==> src/rtl/clk_gate_ctrl.sv <==
// Activity-based enable controller for a latch-based test clock-gating cell.
// It gates after a run of idle cycles and wakes with a delayed READY.
module clk_gate_ctrl #(
    parameter int IDLE_CYCLES = 16,
    parameter int WAKE_CYCLES = 2,
    parameter int CNT_W       = 8,
    parameter int STAT_W      = 16
) (
    input  logic              CK,
    input  logic              RST,
    input  logic              REQ,
    input  logic              BUSY,
    input  logic              FORCE_ON,
    input  logic              TE,
    output logic              E,
    output logic              SE,
    output logic              READY,
    output logic              GATED,
    output logic [STAT_W-1:0] GATED_CNT,
    output logic [1:0]        STATE
);

    // Handshake: a transfer is accepted on a CK edge where REQ=1 and READY=1;
    // the requester holds REQ until that edge, and REQ counts as activity.

    typedef enum logic [1:0] {
        S_RUN   = 2'd0,
        S_GATED = 2'd1,
        S_WAKE  = 2'd2
    } state_t;

    localparam logic [CNT_W-1:0] IDLE_LIM = CNT_W'(IDLE_CYCLES);
    localparam logic [CNT_W-1:0] WAKE_LIM = CNT_W'(WAKE_CYCLES);

    state_t            state;
    logic [CNT_W-1:0]  cnt;
    logic [CNT_W-1:0]  cnt_inc;
    logic              act;

    assign act     = REQ | BUSY | FORCE_ON;
    assign cnt_inc = cnt + 1'b1;
    // The gating cell overrides E itself in scan mode, so SE bypasses the FSM.
    assign SE      = TE;
    assign STATE   = state;

    always_ff @(posedge CK) begin
        if (RST) begin
            state     <= S_RUN;
            cnt       <= '0;
            E         <= 1'b1;
            READY     <= 1'b1;
            GATED     <= 1'b0;
            GATED_CNT <= '0;
        end else begin
            case (state)
                S_RUN: begin
                    if (act) begin
                        cnt <= '0;
                    end else if (cnt_inc == IDLE_LIM) begin
                        state <= S_GATED;
                        cnt   <= '0;
                        E     <= 1'b0;
                        READY <= 1'b0;
                        GATED <= 1'b1;
                    end else begin
                        cnt <= cnt_inc;
                    end
                end
                S_GATED: begin
                    // Every edge taken here counts, including the one leaving.
                    if (GATED_CNT != '1) begin
                        GATED_CNT <= GATED_CNT + 1'b1;
                    end
                    if (act) begin
                        cnt   <= '0;
                        E     <= 1'b1;
                        GATED <= 1'b0;
                        if (WAKE_CYCLES == 0) begin
                            state <= S_RUN;
                            READY <= 1'b1;
                        end else begin
                            state <= S_WAKE;
                            READY <= 1'b0;
                        end
                    end
                end
                S_WAKE: begin
                    if (cnt_inc == WAKE_LIM) begin
                        state <= S_RUN;
                        cnt   <= '0;
                        READY <= 1'b1;
                    end else begin
                        cnt <= cnt_inc;
                    end
                end
                default: begin
                    state <= S_RUN;
                    cnt   <= '0;
                    E     <= 1'b1;
                    READY <= 1'b1;
                    GATED <= 1'b0;
                end
            endcase
        end
    end

endmodule

==> config.mk <==
export PLATFORM = sky130hd
export DESIGN_NAME = clk_gate_ctrl
export DESIGN_NICKNAME = d
export VERILOG_FILES = /design/src/rtl/clk_gate_ctrl.sv
export SDC_FILE = /design/constraint.sdc
export NUM_CORES = 1
export LEC_CHECK = 0
export ABC_AREA = 1
export CORE_ASPECT_RATIO = 1.25
export CORE_UTILIZATION = 52
export CTS_BUF_LIST = sky130_fd_sc_hd__clkbuf_16
export DETAILED_ROUTE_END_ITERATION = 10
export GPL_TIMING_DRIVEN = 0
export HOLD_SLACK_MARGIN = 0.08
export PLACE_DENSITY = 0.79
export SLEW_MARGIN = 30
export SYNTH_ARGS = -nofsm -noshare
export SYNTH_HDL_FRONTEND = slang
export SYNTH_SLANG_ARGS = --single-unit
==> constraint.sdc <==
create_clock -name CK -period 2.2 [get_ports CK]
set_clock_uncertainty 0.2 [all_clocks]
set_input_delay 0.33 -clock CK [delete_from_list [all_inputs] [get_ports CK]]
set_output_delay 0.33 -clock CK [all_outputs]
set_load 0.01 [all_outputs]
=== Word-level counts from Yosys, hierarchy flattened ===
Index checks and enable logic that the tools add are counted.

* Bits in writable memories: 0
* Register bits: 29
* Memories: 0
* Memory bits (read-only): 0
* Logic and storage cells: 44
* Input bits: 6
* Output and inout port bits: 22
* Latch bits: 0

* Divide/modulo/power cells: 0
* Shifts and indexed selects: 0
* Reduce and logical (&&, ||, !) cells: 4
* Bitwise gates (word level): 3
* Multiply operators: 0
* Eq/ne operators: 9
* Mux-type cells: 20
* $add $sub $neg: 2
* $lt $le $gt $ge: 0

{| class="wikitable"
|+ Operators by type and width
! cell !! number
|-
| 8-bit 2-to-1 mux || 4
|-
| 8-bit case mux with 3 select lines || 1
|-
| 16-bit by 1-bit adder with 16-bit output (second input constant) || 1
|-
| 16-bit inequality test (second input constant) || 1
|-
| 1-bit case mux with 3 select lines || 3
|-
| 8-bit by 1-bit adder with 8-bit output (second input constant) || 1
|-
| 8-bit by 2-bit == test with 1-bit output (second input constant) || 1
|-
| 8-bit by 5-bit == test with 1-bit output (second input constant) || 1
|-
| 2-bit 2-to-1 mux || 4
|-
| 2-bit inequality test (second input constant) || 4
|-
| 4-bit AND reduction || 2
|-
| 1-bit 2-to-1 mux || 7
|-
| 2-bit case mux with 3 select lines || 1
|-
| 2-bit by 1-bit == test with 1-bit output (second input constant) || 1
|-
| 2-bit == test (second input constant) || 1
|-
| 2-bit zero test || 1
|-
| 1-bit OR || 2
|-
| 2-bit AND reduction || 1
|-
| 1-bit inverter || 1
|}

=== Logic depth before layout (Yosys ltp) ===
* Depth after elaboration: 5
* Depth in mapped cells: 13
* Mapped depth without buffers: 13

=== Least setup slack after synthesis ===
No wires, ideal clock.

* Path kind: register -> register
* From: register cnt[1]
* To: register READY
* Cell stages (with the launch flop): 13
* Arrival time: 1420 ps
* Required time: 1885 ps
* Slack: 465 ps
* Period minus slack after synthesis: 1735 ps
* Buffers on the path: 0
* Library setup time: 115 ps
* Cells stage by stage: dfxtp_1 > ha_1 > nand2_1 > nor2_2 > nand3_1 > nand2_1 > nand2_1 > inv_1 > nand3_1 > nand2_1 > nand3_1 > nand2_1 > nand2_1

* Word-level cells in the longest chain between the ends: 4
* Elaborated cells on any way between the ends: 6
* Classes of those cells: add/sub (1); eq/ne (4); reduce/logical (1)

{| class="wikitable"
|+ RTL lines
! element !! line !! RTL
|-
| from (decl) || 36 || <nowiki>logic [CNT_W-1:0] cnt;</nowiki>
|-
| from (signal assigned) || 66 || <nowiki>cnt <= cnt_inc;</nowiki>
|-
| from (signal assigned) || 93 || <nowiki>cnt <= cnt_inc;</nowiki>
|-
| 8-bit by 1-bit adder with 8-bit output (*) || 41 || <nowiki>assign cnt_inc = cnt + 1'b1;</nowiki>
|-
| 8-bit by 2-bit == test with 1-bit output or 8-bit by 5-bit == test with 1-bit output (tied branches) || 88, 59 ||
|-
| 2-bit inequality test (no source line) || - ||
|-
| 4-bit AND reduction (no source line) (*) || - ||
|-
| to (signal assigned) || 51 || <nowiki>READY <= 1'b1;</nowiki>
|-
| to (signal assigned) || 91 || <nowiki>READY <= 1'b1;</nowiki>
|-
| to (signal assigned) || 100 || <nowiki>READY <= 1'b1;</nowiki>
|-
| to (decl) || 17 || <nowiki>output logic READY,</nowiki>
|}

Mark *: on every way between the ends. The rest lies on a longest branch, timed or not.
A chain may end at the register's enable or synchronous reset.

=== Final worst setup path ===
* From: input port BUSY
* To: register GATED

* Word-level cells in the longest chain between the ends: 4
* Elaborated cells on any way between the ends: 5
* Classes of those cells: eq/ne (2); bitwise (2); reduce/logical (1)

{| class="wikitable"
|+ RTL lines
! element !! line !! RTL
|-
| from (decl) || 12 || <nowiki>input logic BUSY,</nowiki>
|-
| 1-bit OR (*) (2 in series) || 40 || <nowiki>assign act = REQ | BUSY | FORCE_ON;</nowiki>
|-
| 2-bit inequality test (no source line) || - ||
|-
| 4-bit AND reduction (no source line) (*) || - ||
|-
| to (signal assigned) || 52 || <nowiki>GATED <= 1'b0;</nowiki>
|-
| to (signal assigned) || 64 || <nowiki>GATED <= 1'b1;</nowiki>
|-
| to (signal assigned) || 77 || <nowiki>GATED <= 1'b0;</nowiki>
|-
| to (decl) || 18 || <nowiki>output logic GATED,</nowiki>
|}

Marked as above.

==> results.md <==
* Status: completed
* Crit end category: flip-flop
* CORE AREA at between 2000 and 3000 sq um
* Post-CTS Setup Repair Bufs at 0
* Rows at 22
* Worst Hold Class: reg -> reg
* TritonCTS clock tree: yes
* Post-Synthesis Cell Area at roughly 1600 sq um
* Largest net degree at the start of global routing at 11
* Unique cell type count in the Yosys netlist at 31
* Max Slew Vio Count at 0
* Vias at 1,637
* Layout area overhead at 28.6%
* Skew-Pair Late Insertion Delay at about 0.28 ns
* Layout Nets at roughly 280
* Syn avg cell area at just under 7 sq um
* Cell mode on critical path: nand2_1
* CTS max path bufs at 2
* FMAX at roughly 0.51 GHz
* Leak at around 0.86 nW
* First DRT Iteration DRCs at 30
* Final core utilization at 0.707
* Finish-stage setup viols at 0
* Root buffer cell: clkbuf_16
* Crit path largest cell delay at roughly 0.4 ns
* Post-synthesis async set-or-reset flop share at 0
* Worst Setup Start Kind: input port
* Diodes inserted at 0
* Ports at 28
* Total track usage at 0.252
* Cell total after placement at 302
* Total grt overflow at 0
* Vias/cell at between 5 and 6
* RSZ-0062 raised after global routing: no
* Number of synthesized register bits at 29
* H-tree levels at 2
* Critical path's top delay family: simple AND/OR/NAND/NOR gates
* Min Tclk post-route at 1.97 ns
* Worst Tran Pin Value at roughly 0.61 ns
* Register area share after synthesis at 0.355
* Syn. warnings at 0
* Vias in the first global route at 1,538
* Initial antenna violation count at 0
* # hold bufs at CTS at 0
* Crit share post-route at 0.894
* Critical Path RT at about 2.2 ns
* Top FF cell, synth: dfxtp_1
* TritonRoute pass-1 iters at 4
* Max stage delay cell, worst path: clkdlybuf4s50_1
* Setup CP Type: in -> reg
* Layout Cells excl Fill at 310
* First-pass GRT wire length at between 6000 and 7000 um
* Final wirelength at ~3700 um
* CTS resizes at 0
* Crit Path Max Fanout at 7
* Die X at 52.2 um
* Antenna-violating nets left at 0
* Slew headroom at 0.594
* Pwr dens at 621 nW/um^2
* Chip height at approximately 65 um
* Layout cells sized above 1 at 0.113
* Detailed placer's ending HPWL at around 2700 um
* Max cap viols at 0
* Routability Congestion at around 0.79
* CTS sink cnt at 29
* Residual DRC at 0
* Initial core utilization at 0.550
* Peak supply drop at 697 uV
* TritonCTS buffer count at 5
* Worst-path clk slew at about 0.050 ns
* Buf/Inv on CP at 2
* Total Die Area at ~3400 sq um
* Cells after Synth at 240
* Cell Chain, Critical Path: clkdlybuf4s50_1 > nor3_2 > nand2_1 > inv_1 > a21oi_1 > nand3_2 > nand2_1 > a21oi_2
* Mapped Nets at 250
* Wire per inst at 11.9 um
* Tot Pwr at between 1 and 1.5 mW
* I/O Buffers at 26
* Number of enable flip-flop cells after synthesis at 0
* CP arrival at between 1.5 and 2 ns
* Fin. Hold Viols at 0
==> Yosys cell counts, types with 2 or more instances <==
| cell type | count | area [sq um] |
|---|---|---|
| nand3_2 | 3 | 30.0 |
| nand2_1 | 53 | 199 |
| nor2_2 | 4 | 25.0 |
| a211oi_1 | 2 | 15.0 |
| a21oi_1 | 15 | 75.1 |
| nand3_1 | 23 | 115 |
| o21ai_0 | 12 | 60.1 |
| nor2_1 | 25 | 93.8 |
| nor3_2 | 2 | 20.0 |
| nand2_2 | 6 | 37.5 |
| nand4_1 | 7 | 43.8 |
| ha_1 | 4 | 50.1 |
| clkbuf_1 | 2 | 7.51 |
| dfxtp_1 | 29 | 581 |
| a21oi_2 | 2 | 17.5 |
| inv_1 | 35 | 131 |
| nor3_1 | 2 | 10.0 |
==> layer usage <==
layer	up-vias	part of all wire	GRT usage
met5	-	0	0
met2	29	0.52	0.450
met4	0	0.018	0.125
met1	758	0.42	0.258
li1	843	-	-
met3	7	0.038	0.0728
==> per-stage QoR <==
step	TNS [ns]	hold WS [ns]	area [sq um]	worst slack, ns
2_1_floorplan	0	0.269	1640	0.465
3_3_place_gp	-0.0334	0.253	1940	-0.0213
3_5_place_dp	-0.0966	0.260	1940	-0.0563
4_1_cts	0	0.266	2100	0.230
5_1_grt	0	0.293	2100	0.0114
6_report	0	0.260	2100	0.233
==> area by class of cell <==
class	count	area, sq um
multi-input combinational	171	901
fill	257	870
sequential	29	581
timing repair buffer	26	260
inverter	37	139
clock buffer	5	125
tap	36	45.0
clock inverter	3	37.5
buffer	3	15.0
==> flip-flops by register name, summed over array words and instances, names as in the netlist <==
register / count
GATED_CNT: 16
READY: 1
GATED: 1
cnt: 8
E: 1
STATE: 2
==> worst min-delay path, stage by stage (launching register included) <==
cell and delay [ns]:
dfxtp_1 0.31, nand2_1 0.06, nand2_1 0.04
==> final timing paths <==
kind	cells past startpoint	endpoint	from	slack, ns
worst max-delay path	8	GATED	BUSY	0.23
worst min-delay path	2	READY	READY	0.26
worst max register to register	12	READY	cnt[1]	0.26
worst min register to register	2	READY	READY	0.26
==> kinds of logic after synthesis <==
group,count (synthesis),synth area share
AOI/OAI and AO/OA,32,0.107
xor gates and xnor gates,1,0.00536
adders and majority gates,4,0.0306
buffers and inverters,40,0.0941
DFF,29,0.355
and+or+nand+nor,134,0.408
==> power breakdown <==
group          switching, mW  internal [mW]
logic                 0.0202         0.0145
registers           0.000945          0.527
clock network          0.220          0.523
total                  0.242           1.07
==> cell usage in the layout (no fill, tap or decap), drive strengths merged <==
master         count
nand4              7
o21ai             12
ha                 4
clkdlybuf4s50     26
inv               37
nor4               1
xnor2              1
and3               2
nor3               5
o21bai             1
a211oi             2
nor2              30
nand3             26
nor3b              2
dfxtp             29
bufinv             1
clkbuf             7
nand3b             1
nand2             60
buf                1
a21oi             17
clkinv             2
(Power assumes the default switching activity.)
